## src/rtl/keypad_event_ctrl.sv

```systemverilog
// Turns keypad scanner output into discrete key events with auto-repeat,
// queued in a small FIFO behind a valid/ready handshake.
module keypad_event_ctrl #(
  parameter int unsigned FIFO_DEPTH    = 4,
  parameter bit          REPEAT_EN     = 1'b1,
  parameter int unsigned REPEAT_DELAY  = 6000000,
  parameter int unsigned REPEAT_PERIOD = 1200000
) (
  input  logic                          clk,
  input  logic                          reset,
  input  logic [3:0]                    scan_col,
  input  logic [3:0]                    scan_row,
  input  logic                          scan_pressed,
  output logic [3:0]                    key_code,
  output logic                          key_valid,
  input  logic                          key_ready,
  output logic                          overflow,
  output logic                          ghost,
  input  logic                          clear_flags,
  output logic [$clog2(FIFO_DEPTH):0]   fifo_level
);

  localparam int unsigned PTR_W = $clog2(FIFO_DEPTH);
  localparam int unsigned LVL_W = PTR_W + 1;
  localparam int unsigned CNT_W = 24;
  localparam logic [CNT_W-1:0] DELAY_LAST  = CNT_W'(REPEAT_DELAY - 1);
  localparam logic [CNT_W-1:0] PERIOD_LAST = CNT_W'(REPEAT_PERIOD - 1);
  localparam logic [LVL_W-1:0] LVL_FULL    = LVL_W'(FIFO_DEPTH);

  typedef enum logic [1:0] {IDLE, DELAY, REPEAT, HELD} state_t;

  function automatic logic [1:0] bit_index(input logic [3:0] v);
    bit_index = 2'd0;
    for (int k = 0; k < 4; k++) begin
      if (v[k]) bit_index = 2'(k);
    end
  endfunction

  function automatic logic is_onehot(input logic [3:0] v);
    return (v != 4'd0) && ((v & (v - 4'd1)) == 4'd0);
  endfunction

  state_t             state;
  logic [CNT_W-1:0]   cnt;
  logic [3:0]         held_code;
  logic               pressed_q;
  logic               armed;
  logic [3:0]         mem [FIFO_DEPTH];
  logic [PTR_W-1:0]   wr_ptr;
  logic [PTR_W-1:0]   rd_ptr;

  logic               press_edge;
  logic               press_ok;
  logic [3:0]         press_code;
  logic               push_req;
  logic [3:0]         push_data;
  logic               ghost_set;
  logic               do_pop;
  logic               do_push;
  logic               full;
  logic               overflow_set;
  logic [LVL_W-1:0]   level_next;
  logic [3:0]         head_next;

  // Event generation and FIFO next-state decisions
  always_comb begin
    press_edge   = scan_pressed && !pressed_q && armed;
    press_ok     = is_onehot(scan_col) && is_onehot(scan_row);
    press_code   = {bit_index(scan_row), bit_index(scan_col)};
    push_req     = 1'b0;
    push_data    = held_code;
    unique case (state)
      IDLE: begin
        if (press_edge && press_ok) begin
          push_req  = 1'b1;
          push_data = press_code;
        end
      end
      DELAY:   push_req = scan_pressed && (cnt == DELAY_LAST);
      REPEAT:  push_req = scan_pressed && (cnt == PERIOD_LAST);
      default: push_req = 1'b0;
    endcase
    ghost_set    = (state == IDLE) && press_edge && !press_ok;
    do_pop       = key_valid && key_ready;
    full         = (fifo_level == LVL_FULL);
    do_push      = push_req && (!full || do_pop);
    overflow_set = push_req && full && !do_pop;
    level_next   = fifo_level + LVL_W'(do_push) - LVL_W'(do_pop);
    head_next    = key_code;
    if (level_next != LVL_W'(0)) begin
      if (do_pop && (fifo_level > LVL_W'(1))) begin
        head_next = mem[PTR_W'(rd_ptr + PTR_W'(1))];
      end else if (do_pop || (fifo_level == LVL_W'(0))) begin
        head_next = push_data;
      end
    end
  end

  // Press/hold/repeat state machine; armed blocks a press until a release is seen after reset
  always_ff @(posedge clk) begin
    if (reset) begin
      state     <= IDLE;
      cnt       <= '0;
      held_code <= 4'd0;
      pressed_q <= 1'b0;
      armed     <= 1'b0;
    end else begin
      pressed_q <= scan_pressed;
      if (!scan_pressed) armed <= 1'b1;
      unique case (state)
        IDLE: begin
          if (press_edge && press_ok) begin
            held_code <= press_code;
            cnt       <= '0;
            state     <= REPEAT_EN ? DELAY : HELD;
          end
        end
        DELAY: begin
          if (!scan_pressed) begin
            state <= IDLE;
          end else if (cnt == DELAY_LAST) begin
            cnt   <= '0;
            state <= REPEAT;
          end else begin
            cnt <= cnt + CNT_W'(1);
          end
        end
        REPEAT: begin
          if (!scan_pressed) begin
            state <= IDLE;
          end else if (cnt == PERIOD_LAST) begin
            cnt <= '0;
          end else begin
            cnt <= cnt + CNT_W'(1);
          end
        end
        default: begin
          if (!scan_pressed) state <= IDLE;
        end
      endcase
    end
  end

  // FIFO storage, unreset
  always_ff @(posedge clk) begin
    if (do_push) mem[wr_ptr] <= push_data;
  end

  // FIFO control, registered head and sticky flags
  always_ff @(posedge clk) begin
    if (reset) begin
      wr_ptr     <= '0;
      rd_ptr     <= '0;
      fifo_level <= '0;
      key_valid  <= 1'b0;
      key_code   <= 4'd0;
      overflow   <= 1'b0;
      ghost      <= 1'b0;
    end else begin
      if (do_push) wr_ptr <= wr_ptr + PTR_W'(1);
      if (do_pop)  rd_ptr <= rd_ptr + PTR_W'(1);
      fifo_level <= level_next;
      key_valid  <= (level_next != LVL_W'(0));
      key_code   <= head_next;
      overflow   <= overflow_set | (overflow & ~clear_flags);
      ghost      <= ghost_set | (ghost & ~clear_flags);
    end
  end

endmodule
```

## config.mk

```make
export PLATFORM = sky130hd
export DESIGN_NAME = keypad_event_ctrl
export DESIGN_NICKNAME = d
export VERILOG_FILES = /design/src/rtl/keypad_event_ctrl.sv
export SDC_FILE = /design/constraint.sdc
export NUM_CORES = 1
export LEC_CHECK = 0
export CAP_MARGIN = 20
export CORE_ASPECT_RATIO = 0.7
export CORE_UTILIZATION = 30
export DETAILED_ROUTE_END_ITERATION = 10
export HOLD_SLACK_MARGIN = 0.05
export SETUP_SLACK_MARGIN = 0.5
export SLEW_MARGIN = 20
export SYNTH_ARGS = -nofsm -noshare
export SYNTH_HDL_FRONTEND = slang
export SYNTH_SLANG_ARGS = --single-unit
```

## constraint.sdc

```tcl
create_clock -name clk -period 5 [get_ports clk]
set_input_delay 1 -clock clk [delete_from_list [all_inputs] [get_ports clk]]
set_output_delay 1 -clock clk [all_outputs]
set_load 0.005 [all_outputs]
```

==> results.json, run 1 <==
{
  "status": "finished, final reports clean",
  "power.switching_mw": 0.356,
  "hold_buffers": 0,
  "dp_cells": 458,
  "synth_warnings": 0,
  "cts_sinks": 62,
  "nNetsFinal": 370,
  "tns_ns": 0,
  "ant_nets": 0,
  "avgSynthCellArea_sq_um": 9.97,
  "wirelength_microns": 6460,
  "first_iter_violations": 188,
  "p_leak_nw": 1.33,
  "p_per_area_mw_per_mm2": 366,
  "wl_met1_microns": 3550,
  "fin_skew_ns": 0.00625,
  "ir_drop_uv": 181,
  "rows": 30,
  "cp-start-kind": "input pin",
  "yosysTopAreaCellShare_pct": 29.2,
  "synth_commonest_cells": "46 x dfxtp_1, 43 x nor2_1, 23 x inv_1, 19 x nand2_1, 16 x edfxtp_1",
  "critPathArrivalTime_ns": 4.21,
  "dpl-instance-area_sq_mm": 0.00349,
  "wire_per_inst_microns": 13.6,
  "setup_violations": 0,
  "gr-total-overflow": 0,
  "power_mw": 1.39,
  "clockRootBuffer": "clkbuf_16",
  "hold_viol_final": 0,
  "h-tree-depth": 3,
  "path_clk_slew_ns": 0.05,
  "start_util_pct": 31.7,
  "die_h_microns": 87.7,
  "cts_buffers": 9,
  "period_needed_ns": 3.99,
  "yosys_most_used_dff": "dfxtp_1",
  "die_area_sq_mm": 0.0109,
  "async_flop_share_pct": 0,
  "switching_share_pct": 25.7,
  "path_class": "in2reg",
  "stdcell_area_sq_mm": 0.00379,
  "clock_latency_ns": 0.33,
  "end_kind": "register",
  "final-instance-count-excl-fill": 476,
  "diodes": 0,
  "wl_met2_microns": 2670,
  "clockPowerShare_pct": 41.0,
  "slew_headroom_pct": 39.3,
  "post-dp-hpwl_microns": 4620,
  "io_buffers": 22,
  "max-cap-violations": 0,
  "vias": 2306,
  "rsz0062_at_grt": "no",
  "netlist_instances": 316,
  "core_sq_mm": 0.00995,
  "antenna_found_initial": 0,
  "synthesis.nets": 343,
  "crit_required_ns": 5.22,
  "hp-class": "reg2reg",
  "syn_area_sq_mm": 0.00315,
  "gp_congestion": 0.799,
  "synth_top_area_cell": "dfxtp_1",
  "grt_max_degree": 26,
  "cts_tree": "yes",
  "synth.distinct_cells": 55,
  "grt_pass1_vias": 2125,
  "io_pins": 23,
  "fmax_ghz": 0.250,
  "synth_edf_count": 16,
  "power_frac_comb_pct": 18.4,
  "post-route-period-util_pct": 79.9,
  "yosysMostFrequentCell": "dfxtp_1",
  "ys_ff_latch": 62,
  "dr.pass1.iters": 4,
  "critPathMaxFanout": 8,
  "met3WireLength_microns": 220,
  "slew_viol_final": 0,
  "grt_pass1_wl_microns": 10700,
  "vias_per_cell": 4.84,
  "internal_power_mw": 1.03,
  "p_seq_share_pct": 40.6,
  "worstMarginPinSlew_ns": 0.908,
  "synth_area_leaders": "dfxtp_1 29%, edfxtp_1 15%, ha_1 5.2%",
  "yosysSeqAreaShare_pct": 44.5,
  "die_w_microns": 124,
  "route.detailed.drc": 0,
  "grt.total_usage_pct": 13.0,
  "area_growth_pct": 20.3,
  "drive_gt1_share_pct": 10.9,
  "top_layer_used": "met4",
  "clockBufferDepth": 2
}
per-stage QoR:
step                util (%)  hold slack [ns]  setup WS (ns)
CTS                     37.9            0.477          0.687
global placement        35.1            0.459          0.434
finish                  38.1            0.474           1.01
global route            38.1            0.514          0.689
floorplan                  -            0.447           1.07
detailed placement      35.1            0.470          0.348
layout by cell type, fill, tap and decap left out, types with 11 or more instances in the layout:
cell type / Yosys / routed
ha_1: 13 / 13
nand2_1: 19 / 19
inv_1: 23 / 23
nor2_1: 43 / 43
clkdlybuf4s50_1: 0 / 21
xor2_1: 11 / 11
dfxtp_1: 46 / 46
edfxtp_1: 16 / 16
xnor2_1: 13 / 13
nand4_1: 13 / 13
kinds of logic (layout without fill, tap and decap cells):
| logic type | after synthesis | in the layout | share of synthesized area (%) |
|---|---|---|---|
| compound gates | 35 | 35 | 8.14 |
| xor+xnor | 24 | 24 | 6.67 |
| fa+ha+maj | 14 | 14 | 5.80 |
| buf+inv | 34 | 66 | 4.69 |
| flops | 62 | 62 | 44.5 |
| mux | 14 | 14 | 6.04 |
| simple gates | 133 | 133 | 24.2 |
final cells by class:
| type | count | area [sq um] |
|---|---|---|
| flip-flops and latches | 62 | 1400 |
| well taps | 128 | 160 |
| clock inverters | 4 | 21.3 |
| repair buffers | 26 | 253 |
| fillers | 971 | 6160 |
| multi-input cells | 220 | 1610 |
| inverters | 24 | 90.1 |
| clock buffers | 12 | 256 |
critical path, cell delays in order:
cell	delay (ns)
clkdlybuf4s50_1	0.55
or4_1	0.15
nand4_2	0.23
nor4_2	0.33
o21a_2	0.23
inv_1	0.06
ha_1	0.26
inv_1	0.03
ha_1	0.18
fa_1	0.38
xnor2_1	0.19
nor3_1	0.08
a21oi_1	0.13
buf_4	0.17
nor2_1	0.04
a211oi_1	0.20
timing repair:
action,CTS,global route
setup endpoints to repair,0,4
setup buffers,0,2
gates resized for setup,0,2
power groups by stage:
stage	clock network, mW	logic, mW	registers [mW]
after floorplan	0	0.154	0.570
after global placement	0	0.253	0.573
after detailed placement	0	0.255	0.573
after CTS	0.590	0.257	0.563
after global routing	0.611	0.289	0.566
final	0.569	0.255	0.563
registers in the layout, indices dropped and copies added, names as in the netlist, 2 cells and up:
| signal | count |
|---|---|
| rd_ptr | 2 |
| fifo_level | 3 |
| wr_ptr | 2 |
| held_code | 4 |
| key_code | 4 |
| cnt | 24 |
| state | 2 |
| mem | 16 |
final timing paths:
path	slack (ns)	depth (start not counted)	end	startpoint
worst max-delay path	1.01	16	key_code[0]	scan_col[3]
worst min register to register	0.47	2	cnt[1]	cnt[1]
worst max register to register	1.31	15	key_code[0]	cnt[14]
worst min-delay path	0.47	2	cnt[1]	cnt[1]
routing by layer:
metal / vias up / GRT usage (%)
li1: 1175 / -
met3: 2 / 5.19
met2: 31 / 17.0
met1: 1098 / 18.6
met5: - / 0
met4: 0 / 5.26
(Power assumes the default switching activity.)
==> inputs of run 2 (changes only) <==
==> constraint.sdc (replaced) <==
create_clock -name clk -period 3.47 [get_ports clk]
set_input_delay 0.694 -clock clk [delete_from_list [all_inputs] [get_ports clk]]
set_output_delay 0.694 -clock clk [all_outputs]
set_load 0.005 [all_outputs]
==> run 2 against run 1 <==
Highest routed layer unchanged. Power grew 65%. Routed wire length grew 8.5%. Clock power grew 66%. Critical endpoint is now key_code[2]. Largest cell class unchanged. Clock skew shrank 0.0018 ns.
==> results.json, run 2 (synthesis gave the netlist of run 1 again) <==
{
  "status": "finished, final reports clean",
  "cts_sinks": 62,
  "grt.total_usage_pct": 14.2,
  "grt-busiest-layer": "met2",
  "rows": 30,
  "reg2reg_from": "cnt[3]",
  "gp_congestion": 0.792,
  "hold_buffers": 0,
  "largest_register_ffs": 24,
  "end_kind": "register",
  "dr.pass1.iters": 4,
  "critPathArrivalTime_ns": 3.45,
  "fin_skew_ns": 0.00449,
  "vias_per_cell": 4.82,
  "die_area_sq_mm": 0.0109,
  "cts_tree": "yes",
  "die_w_microns": 124,
  "period_needed_ns": 3.19,
  "io_buffers": 22,
  "start_util_pct": 31.7,
  "slew_viol_final": 0,
  "wirelength_microns": 7010,
  "reg2regPathDepth": 16,
  "most-common-layout-cells": "42 x nor2_1, 32 x dfxtp_1, 31 x buf_4",
  "h-tree-depth": 3,
  "p_leak_nw": 1.53,
  "clockRootBuffer": "clkbuf_16",
  "nNetsFinal": 399,
  "whs_ns": 0.487,
  "core_sq_mm": 0.00995,
  "hp-class": "reg2reg",
  "die_h_microns": 87.7,
  "wire_per_inst_microns": 13.9,
  "gr-total-overflow": 0,
  "antenna_found_initial": 0,
  "first_iter_violations": 165,
  "ir_drop_uv": 258,
  "top_register": "cnt",
  "path_class": "reg2reg",
  "nFillCells": 915,
  "fmax_ghz": 0.313,
  "post-dp-hpwl_microns": 5090,
  "grtUsageMet1_pct": 20.1,
  "setup_violations": 0,
  "reg.largest.list": "cnt x24, mem x16",
  "clockBufferDepth": 2,
  "cp-start-kind": "register",
  "drive_gt1_share_pct": 29.7,
  "final_common_cell": "nor2_1",
  "worstMarginPinSlew_ns": 0.624,
  "post-route-period-util_pct": 92.0,
  "crit_required_ns": 3.72,
  "hold_viol_final": 0,
  "hold_path_startpoint": "cnt[1]",
  "max-cap-violations": 0,
  "vias": 2435,
  "ant_nets": 0,
  "path_clk_slew_ns": 0.05,
  "grt_pass1_vias": 2429,
  "rrSetupSlack_ns": 0.28,
  "gr-usage-met3_pct": 3.67,
  "cts_buffers": 9,
  "grt_pass1_wl_microns": 12100,
  "hold_depth": 2,
  "io_pins": 23,
  "rsz0062_at_grt": "yes",
  "grt_max_degree": 24,
  "grtUsageMet2_pct": 20.5,
  "area_growth_pct": 35.5,
  "worstReg2RegEnd": "key_code[2]",
  "power_mw": 2.28,
  "hold_end": "cnt[1]",
  "critPathMaxFanout": 8,
  "route.detailed.drc": 0,
  "diodes": 0,
  "p_per_area_mw_per_mm2": 535,
  "slew_headroom_pct": 58.1,
  "clock_latency_ns": 0.33
}
## run 2: changes by cell type in the layout (fill, tap and decap cells not counted), sizes merged
| cell | change |
|---|---|
| clkbuf | -3 |
| dlymetal6s2s | -1 |
| bufinv | +2 |
| clkinvlp | +1 |
| dlygate4sd2 | +5 |
| clkdlybuf4s15 | +3 |
| buf | +30 |
| clkdlybuf4s50 | -8 |
## run 2: layer usage
metal | up-vias | share of wire, %
met1 | 1157 | 54
li1 | 1234 | -
met2 | 35 | 41
met4 | 0 | 1.5
met3 | 9 | 3.6
met5 | - | 0
## run 2: timing repair
action / in CTS / in global routing
setup buffers: 6 / 2
gates cloned: 0 / 0
endpoints found under the setup margin: 7 / 6
gates resized for setup: 50 / 10
pin swaps: 13 / 7
## run 2: power by group
| part | switching, mW | leakage, nW | internal, mW | total [mW] |
|---|---|---|---|---|
| registers | 0.0352 | 0.529 | 0.777 | 0.812 |
| logic | 0.249 | 0.848 | 0.277 | 0.526 |
| clock network | 0.321 | 0.149 | 0.623 | 0.944 |
| total | 0.606 | 1.53 | 1.68 | 2.28 |
## run 2: layout make-up
class | count | area (sq um) | area share, %
Clock buffer | 9 | 225 | 5.28
Clock inverter | 7 | 88.8 | 2.08
Inverter | 24 | 90.1 | 2.11
Multi-Input combinational cell | 220 | 1800 | 42.3
Sequential cell | 62 | 1430 | 33.4
Tap cell | 128 | 160 | 3.75
Timing Repair Buffer | 55 | 473 | 11.1
## run 2: critical path, cell delays in order (launching register included)
cell and delay [ns]:
dfxtp_1 0.40, and4_1 0.26, nand4_1 0.19, a2111oi_2 0.37, buf_4 0.18, o21a_4 0.12, inv_2 0.04, ha_4 0.26
inv_2 0.03, ha_4 0.14, fa_2 0.36, xnor2_2 0.22, nor3_4 0.06, a21oi_2 0.12, buf_6 0.15, nor2_2 0.04
a211oi_2 0.17
## run 2: how the worst max path moves through the flow
stage                      start  cells after the start     endpoint  slack [ns]
floorplan            scan_row[0]                     13  key_code[0]        0.30
global placement    scan_pressed                     14  key_code[1]       -0.28
detailed placement  scan_pressed                     15  key_code[2]       -0.36
CTS                      cnt[13]                     16  key_code[3]        0.26
global route             cnt[22]                     16  key_code[2]        0.11
finish                    cnt[3]                     16  key_code[2]        0.28
## run 2: per-stage QoR
step | setup TNS, ns | area, sq um | setup slack [ns] | cells | utilization, %
after floorplan | 0 | 3210 | 0.298 | 316 | -
after global placement | -1.21 | 3730 | -0.282 | 481 | 37.5
after detailed placement | -1.50 | 3730 | -0.359 | 481 | 37.5
after CTS | 0 | 4220 | 0.262 | 503 | 42.4
after global routing | 0 | 4270 | 0.112 | 505 | 42.9
final | 0 | 4270 | 0.276 | 505 | 42.9
